**config.mk**
```make
export PLATFORM = sky130hd
export DESIGN_NAME = alu_issue_stage
export DESIGN_NICKNAME = d
export VERILOG_FILES = /design/src/rtl/alu_issue_stage.sv
export SDC_FILE = /design/constraint.sdc
export NUM_CORES = 1
export LEC_CHECK = 0
export BUFFER_PORTS_ARGS = -buffer_cell sky130_fd_sc_hd__clkbuf_2
export CELL_PAD_IN_SITES_DETAIL_PLACEMENT = 1
export CELL_PAD_IN_SITES_GLOBAL_PLACEMENT = 1
export CORE_AREA = 4 4 208 210
export CTS_CLUSTER_SIZE = 12
export DETAILED_ROUTE_END_ITERATION = 8
export DIE_AREA = 0 0 212 214
export PLACE_DENSITY_LB_ADDON = 0.1
export SLEW_MARGIN = 40
export SYNTH_ARGS = -nofsm -noshare
export SYNTH_HDL_FRONTEND = slang
export SYNTH_SLANG_ARGS = --single-unit
```
**constraint.sdc**
```tcl
create_clock -name clk -period 2.9 [get_ports clk]
set_clock_uncertainty 0.05 [all_clocks]
set_input_delay 0.145 -clock clk [delete_from_list [all_inputs] [get_ports clk]]
set_output_delay 0.145 -clock clk [all_outputs]
set_load 0.02 [all_outputs]
```
**src/rtl/alu_issue_stage.sv**
```systemverilog
// Operand-issue and writeback stage feeding an external combinational 32-bit ALU.
// Owns the 8x32 register file, the carry flag and the retired-instruction counter.
//
// state | meaning
// IDLE  | ready for an instruction; operands are read and latched on accept
// EXEC  | ALU operands held stable; result retired on the first cycle without stall
module alu_issue_stage #(
  parameter int DATA_W = 32,
  parameter int REG_N  = 8,
  parameter int REG_AW = 3,
  parameter int CNT_W  = 16
) (
  input  logic              clk,
  input  logic              rst,
  input  logic              instr_valid,
  output logic              instr_ready,
  input  logic [2:0]        instr_op,
  input  logic [REG_AW-1:0] instr_rd,
  input  logic [REG_AW-1:0] instr_rs1,
  input  logic [REG_AW-1:0] instr_rs2,
  input  logic              instr_imm_en,
  input  logic [DATA_W-1:0] instr_imm,
  input  logic              stall,
  output logic [DATA_W-1:0] ALU_a,
  output logic [DATA_W-1:0] ALU_b,
  output logic [2:0]        CTRL,
  input  logic [DATA_W-1:0] ALU_c,
  input  logic              Cout,
  output logic              wb_valid,
  output logic [REG_AW-1:0] wb_rd,
  output logic [DATA_W-1:0] wb_data,
  output logic              carry_flag,
  output logic [CNT_W-1:0]  retire_cnt,
  input  logic [REG_AW-1:0] dbg_addr,
  output logic [DATA_W-1:0] dbg_data
);

  localparam logic [2:0] OP_ADD = 3'b000;
  localparam logic [2:0] OP_SUB = 3'b001;
  localparam logic [2:0] OP_MOV = 3'b111;

  typedef enum logic {IDLE = 1'b0, EXEC = 1'b1} state_t;

  state_t             state;
  state_t             state_nxt;
  logic               accept;
  logic               retire;
  logic [REG_AW-1:0]  rd_q;
  logic [DATA_W-1:0]  regs [REG_N];
  logic [DATA_W-1:0]  rs1_val;
  logic [DATA_W-1:0]  rs2_val;
  logic [DATA_W-1:0]  op_a;
  logic [DATA_W-1:0]  op_b;

  // ---------------- FSM ----------------
  always_ff @(posedge clk) begin
    if (rst) state <= IDLE;
    else     state <= state_nxt;
  end

  always_comb begin
    state_nxt = state;
    case (state)
      IDLE:    if (instr_valid) state_nxt = EXEC;
      EXEC:    if (!stall)      state_nxt = IDLE;
      default: state_nxt = IDLE;
    endcase
  end

  always_comb begin
    instr_ready = 1'b0;
    accept      = 1'b0;
    retire      = 1'b0;
    case (state)
      IDLE: begin
        instr_ready = 1'b1;
        accept      = instr_valid;
      end
      EXEC:    retire = !stall;
      default: ;
    endcase
  end

  // ---------------- operand read ----------------
  // r0 is hard-wired to zero on every read port.
  always_comb begin
    rs1_val = (instr_rs1 == '0) ? '0 : regs[instr_rs1];
    rs2_val = (instr_rs2 == '0) ? '0 : regs[instr_rs2];
    dbg_data = (dbg_addr == '0) ? '0 : regs[dbg_addr];
  end

  always_comb begin
    op_a = rs1_val;
    op_b = instr_imm_en ? instr_imm : rs2_val;
    if (instr_op == OP_MOV) begin
      op_a = instr_imm_en ? instr_imm : rs1_val;
      op_b = '0;
    end
  end

  always_ff @(posedge clk) begin
    if (rst) begin
      ALU_a <= '0;
      ALU_b <= '0;
      CTRL  <= OP_MOV;
      rd_q  <= '0;
    end else if (accept) begin
      ALU_a <= op_a;
      ALU_b <= op_b;
      CTRL  <= instr_op;
      rd_q  <= instr_rd;
    end
  end

  // ---------------- writeback ----------------
  // Register write lands on the retire edge, so the very next accept already sees it.
  always_ff @(posedge clk) begin
    if (rst) begin
      for (int i = 0; i < REG_N; i++) regs[i] <= '0;
    end else if (retire && (rd_q != '0)) begin
      regs[rd_q] <= ALU_c;
    end
  end

  always_ff @(posedge clk) begin
    if (rst) begin
      wb_valid <= 1'b0;
      wb_rd    <= '0;
      wb_data  <= '0;
    end else begin
      wb_valid <= retire;
      if (retire) begin
        wb_rd   <= rd_q;
        wb_data <= ALU_c;
      end
    end
  end

  // Cout is floating for non-arithmetic ops, so it is only sampled for ADD/SUB.
  always_ff @(posedge clk) begin
    if (rst) begin
      carry_flag <= 1'b0;
    end else if (retire && ((CTRL == OP_ADD) || (CTRL == OP_SUB))) begin
      carry_flag <= Cout;
    end
  end

  always_ff @(posedge clk) begin
    if (rst)         retire_cnt <= '0;
    else if (retire) retire_cnt <= retire_cnt + CNT_W'(1);
  end

endmodule
```
==> impl_results.md, run 1 <==
- Post-CTS Setup Bufs: 0
- Inserted Clock Buffers: 41
- Hold_ws: 155 ps
- Clk pwr share: 40.4%
- Die width: 212 um
- Seq pwr share: 45.0%
- Drt first pass iters: 5
- DRC Markers: 0
- Synthesized area: 18400 um^2
- Setup slack, reg-to-reg: 670 ps
- Max_cap viols: 0
- CTS tree: yes
- Number of diodes: 0
- Die area: 45400 um^2
- Final number of max-transition violations: 0
- Worst hold path type: in2reg
- Wire per inst: 28.0 um
- Routed WL: 68800 um
- Clock buffer depth: 3
- Worst setup path category: reg2reg
- Crit Path Max Fanout: 23
- Worst EP required: 3080 ps
- CP arrival: 2410 ps
- CTS sink count: 348
- DP Area: 20500 um^2
- Register area share after synthesis: 50.0%
- Relative slew slack: 49.6%
- Maximum vdd drop: 355 uV
- Vias per inst: 6.22
- Pre-CTS setup slack: 663 ps
- Multi-input logic area: 8460 um^2
- FMAX: 448 MHz
- FFs w/ async S/R, synth: 0%
- Worst Tran Pin Value: 757 ps
- Clock Latency Late Sink: 550 ps
- Cell-internal power: 0.00918 W
- Final Hold Fails: 0
- Global-route usage over all layers: 29.7%
- Vias in the first global route: 16.1k
- Area share of the largest cell type after synthesis: 36.5%
- LEAKAGE: 9.03 nW
- Worst r2r path cells: 4
- Cell variety after synth: 45
- Top FF cell, synth: edfxtp_1
- Synth area leader: edfxtp_1
- FF-to-FF End: regs[6][25]
- Mapped Nets: 1695
- Endpoints failing setup: 0
- Sum Neg Setup Slack: 0 ps
- Fillers: 4437
- Row count: 75
- Critical Path Start: state
- Global-route wire length before repair: 102000 um
- Post-layout nets: 1970
- Top-count cell post-synth: and2_1
- Remaining Overflow, GRT: 0
- Fin worst setup slack: 670 ps
- Total core area: 41600 um^2
- Register Area: 9210 um^2
- Share of power burned in combinational logic: 14.5%
- Proportion of layout cells with a drive suffix above 1: 28.8%
- Type of origin of the critical path: flip-flop
- Final period utilization: 76.9%
- Final Wtd Congestion: 0.821
- Iteration-0 DRC Markers: 1466
- Psw: 0.00334 W
- RR Startpoint: state
- Top cells by area, synth: edfxtp_1 37%, dfxtp_1 13%, mux4_2 8.3%, and2_1 7.7%, mux2_2 5.8%
- Total power: 0.0125 W
- Worst-path clk slew: 60 ps
- Pwr Density: 557 nW/um^2
- Initial antenna violation count: 2
- Post-route ant nets: 0
- Post-route cell area: 22500 um^2
- Via Count: 15.3k
- Number of synthesized flops with an enable pin: 224
- Unrepaired setup endpoints after global routing: no
- CP Capture Point: regs[6][25]
- Synth top cells by count: 226 x and2_1, 224 x edfxtp_1, 128 x nand2_1
- Fin crit period: 2230 ps
- Setup crit end kind: flip-flop
- Pin count of the biggest net entering global routing: 55
- Yosys Warn Count: 0
- Die Ht: 214 um
- Outcome: finished, final reports clean
- Net Sw Frac: 26.7%
- H-tree depth: 2
- Initial Utilization: 44.3%
- Buffers on Ports: 237
- I/O pins: 238
- Cell chosen for the clock root: clkbuf_16
- Gate count after technology mapping: 1609
- Area grow syn2layout: 22.0%
- Syn Area/Cell: 11.4 um^2
- Yosys reg bits: 348
- Post-CTS Resized: 0
- Post-CTS Hold Buffers: 73
- DP Wirelength: 43900 um
## cell families (layout without fill, tap and decap cells)
kind of cell,count (synthesis),after routing,synth area share (%)
and+or+nand+nor,466,466,13.7
muxes,200,200,16.1
buffers and inverters,203,508,4.70
xor gates and xnor gates,11,11,0.523
DFF,348,348,50.0
AOI/OAI and AO/OA,380,380,14.9
adders and majority gates,1,1,0.0679
## per-layer routing
layer	up-vias	part of all wire, %	GRT usage [%]
met5	-	0	0
met4	0	3.7	11.5
met3	141	7.8	4.91
met2	726	47	47.8
met1	7807	41	40.4
li1	6591	-	-
## layout make-up
| type | count | area share, % |
|---|---|---|
| Sequential cell | 348 | 41.0 |
| Tap cell | 539 | 3.00 |
| Multi-Input combinational cell | 1058 | 37.7 |
| Timing Repair Buffer | 375 | 11.6 |
| Inverter | 60 | 1.00 |
| Clock buffer | 58 | 5.07 |
| Clock inverter | 15 | 0.651 |
## metrics by stage
step	utilization, %	instances
floorplan	-	1609
global placement	49.1	2305
detailed placement	49.2	2307
CTS	54.1	2453
global route	54.1	2453
finish	54.1	2453
## flip-flops by register name, summed over array words and instances (netlist names)
signal	flops
CTRL	3
wb_data	32
wb_rd	3
regs	224
rd_q	3
retire_cnt	16
state	1
ALU_b	32
carry_flag	1
ALU_a	32
wb_valid	1
## critical path, cell delays in order (launching register included)
cell and delay (ps):
dfxtp_1 520, nand2b_2 350, nor4_4 310, or2_2 380, buf_12 290
## cell usage in the layout, fill, tap and decap left out, types with 7 or more instances in the layout
cell	instances
clkbuf_2	230
and2_1	226
edfxtp_1	224
nand2_1	128
dfxtp_1	124
a21oi_1	104
mux2_2	95
dlygate4sd3_1	73
mux4_2	68
inv_1	60
buf_4	56
nor2_1	45
clkbuf_16	41
mux2i_1	37
o21ai_0	34
a221o_1	33
a22oi_1	32
a221oi_1	31
a21o_1	30
a211oi_1	29
a32oi_1	29
o2111ai_1	28
a22o_1	28
clkbuf_1	12
buf_12	12
clkinv_2	9
nand4_1	8
nand2b_1	7
or2_2	7
xor2_1	7
## worst min path at each step
stage | endpoint | slack (ps) | start | cells after the start
after global placement | rd_q[1] | 330 | instr_rd[1] | 3
after detailed placement | rd_q[1] | 340 | instr_rd[1] | 3
final | ALU_b[30] | 160 | instr_imm_en | 5
after global routing | ALU_b[30] | 160 | instr_imm_en | 5
after floorplan | wb_valid | 170 | stall | 1
after CTS | ALU_b[30] | 130 | instr_imm_en | 5
## power groups by stage
| stage | combinational [W] | clock (W) | sequential [W] |
|---|---|---|---|
| floorplan | 0.000917 | 0 | 0.00579 |
| global route | 0.00193 | 0.00536 | 0.00566 |
| finish | 0.00182 | 0.00506 | 0.00563 |
| global placement | 0.00168 | 0 | 0.00572 |
| CTS | 0.00181 | 0.00514 | 0.00563 |
| detailed placement | 0.00173 | 0 | 0.00573 |
No activity file was read; power rests on OpenSTA's default activity.
==> run 2, diff against run 1 <==
Clock period 2.9 ns to 2.28 ns, I/O delays scaled along.
==> run 2 against run 1 <==
Against the previous run: core utilization is 0.21 points higher; count of clock-buffer cells in the layout grew 6; worst setup slack got worse by 500 ps; largest power group unchanged.
==> impl_results.md, run 2 (same netlist as run 1, synthesis figures left out) <==
- LEAKAGE: 9.06 nW
- Cell-internal power: 0.0114 W
- Global-route wire length before repair: 103000 um
- Wire per inst: 28.0 um
- Die area: 45400 um^2
- CTS sink count: 348
- DRC Markers: 0
- Initial antenna violation count: 1
- Final period utilization: 92.3%
- Clk pwr share: 39.2%
- Worst EP required: 2120 ps
- Worst-path clk slew: 60 ps
- Remaining Overflow, GRT: 0
- Clock Latency Late Sink: 560 ps
- Drt first pass iters: 6
- Cell chosen for the clock root: clkbuf_16
- Routed WL: 68900 um
- Via Count: 15.4k
- Pre-CTS setup slack: 228 ps
- Fin crit period: 2110 ps
- Maximum vdd drop: 516 uV
- Final cell count without fillers: 2460
- Type of origin of the critical path: flip-flop
- Unrepaired setup endpoints after global routing: no
- DP Wirelength: 42900 um
- Psw: 0.00424 W
- Die width: 212 um
- Worst hold path type: in2reg
- Final number of max-transition violations: 0
- Fillers: 4330
- Seq pwr share: 45.8%
- Inserted Clock Buffers: 41
- Proportion of layout cells with a drive suffix above 1: 28.4%
- Max_cap viols: 0
- CTS tree: yes
- Vias in the first global route: 16.2k
- Vias per inst: 6.25
- Cells after DPL: 2308
- Row count: 75
- Endpoints failing setup: 0
- Total power: 0.0156 W
- Buffers on Ports: 237
- Setup crit end kind: output pin
- Pin count of the biggest net entering global routing: 102
- Total core area: 41600 um^2
- Most common cell after layout, fill and taps aside: clkbuf_2
- Final Wtd Congestion: 0.799
- Final core occ: 54.3%
- Worst setup path category: reg2out
- Net Sw Frac: 27.1%
- H-tree depth: 2
- Sum Neg Setup Slack: 0 ps
- Relative slew slack: 47.1%
- FMAX: 475 MHz
- Max reg flops: 224
- Initial Utilization: 44.3%
- Pwr Density: 693 nW/um^2
- Global-route usage over all layers: 29.7%
- Clock buffer depth: 3
- Iteration-0 DRC Markers: 1230
- Post-layout nets: 1976
- I/O pins: 238
- Share of power burned in combinational logic: 15.0%
- Final Hold Fails: 0
- Outcome: finished, final reports clean
- Crit Path Max Fanout: 3
- Die Ht: 214 um
- CP arrival: 1940 ps
- Highest-count cells in the layout ignoring fill and taps: 230 x clkbuf_2, 226 x and2_1, 224 x edfxtp_1
- Worst Tran Pin Value: 792 ps
- Post-route ant nets: 0
- Fin worst setup slack: 175 ps
- Reg with most FFs: regs
- Area grow syn2layout: 22.5%
==> run 2: what timing repair did <==
item                                   CTS  global route
endpoints found under the hold margin  328             0
resized for setup                        0             0
buffers inserted                         0             0
hold buffers                            78             0
==> run 2: critical path: stages, from the launching register on <==
cell,delay (ps)
edfxtp_1,410
mux2_2,290
a221oi_1,350
a21oi_1,130
clkbuf_2,190
==> run 2: final timing paths <==
kind / startpoint / end / slack [ps] / depth (start not counted)
setup / recovery: regs[3][19] / dbg_data[19] / 170 / 4
hold / removal: instr_imm_en / ALU_b[30] / 80 / 5
setup reg to reg: rd_q[0] / regs[3][12] / 230 / 4
hold reg to reg: wb_data[12] / wb_data[12] / 410 / 2
==> run 2: cell type report <==
class	count	area, um^2	share of cell area (%)
Antenna cell	1	2.50	0.0111
Tap cell	539	674	2.99
Timing Repair Buffer	381	2770	12.3
Multi-Input combinational cell	1058	8470	37.5
Sequential cell	348	9210	40.8
Clock buffer	64	1170	5.20
Inverter	60	225	0.998
Clock inverter	9	41.3	0.183
==> run 2: power by group through the flow <==
stage          sequential (W)  combinational, W  clock (W)
2_1_floorplan         0.00736           0.00117          0
5_1_grt               0.00719           0.00248    0.00652
4_1_cts               0.00716           0.00233    0.00622
3_5_place_dp          0.00729           0.00222          0
3_3_place_gp          0.00727           0.00218          0
6_report              0.00717           0.00234    0.00614
==> run 2: routing by layer <==
metal | vias to the layer above | wire (um) | global-route usage (%)
li1 | 6594 | - | -
met1 | 7942 | 28400 | 40.6
met2 | 717 | 33300 | 49.0
met3 | 128 | 5240 | 4.31
met4 | 0 | 1960 | 9.40
met5 | - | 0 | 0
==> run 2: per-stage QoR <==
step                      hold WS, ps  cell area (um^2)
final                            84.2             22600
after global routing              117             22600
after CTS                        56.5             22600
after detailed placement          291             20600
after global placement            288             20600
after floorplan                   141             18400
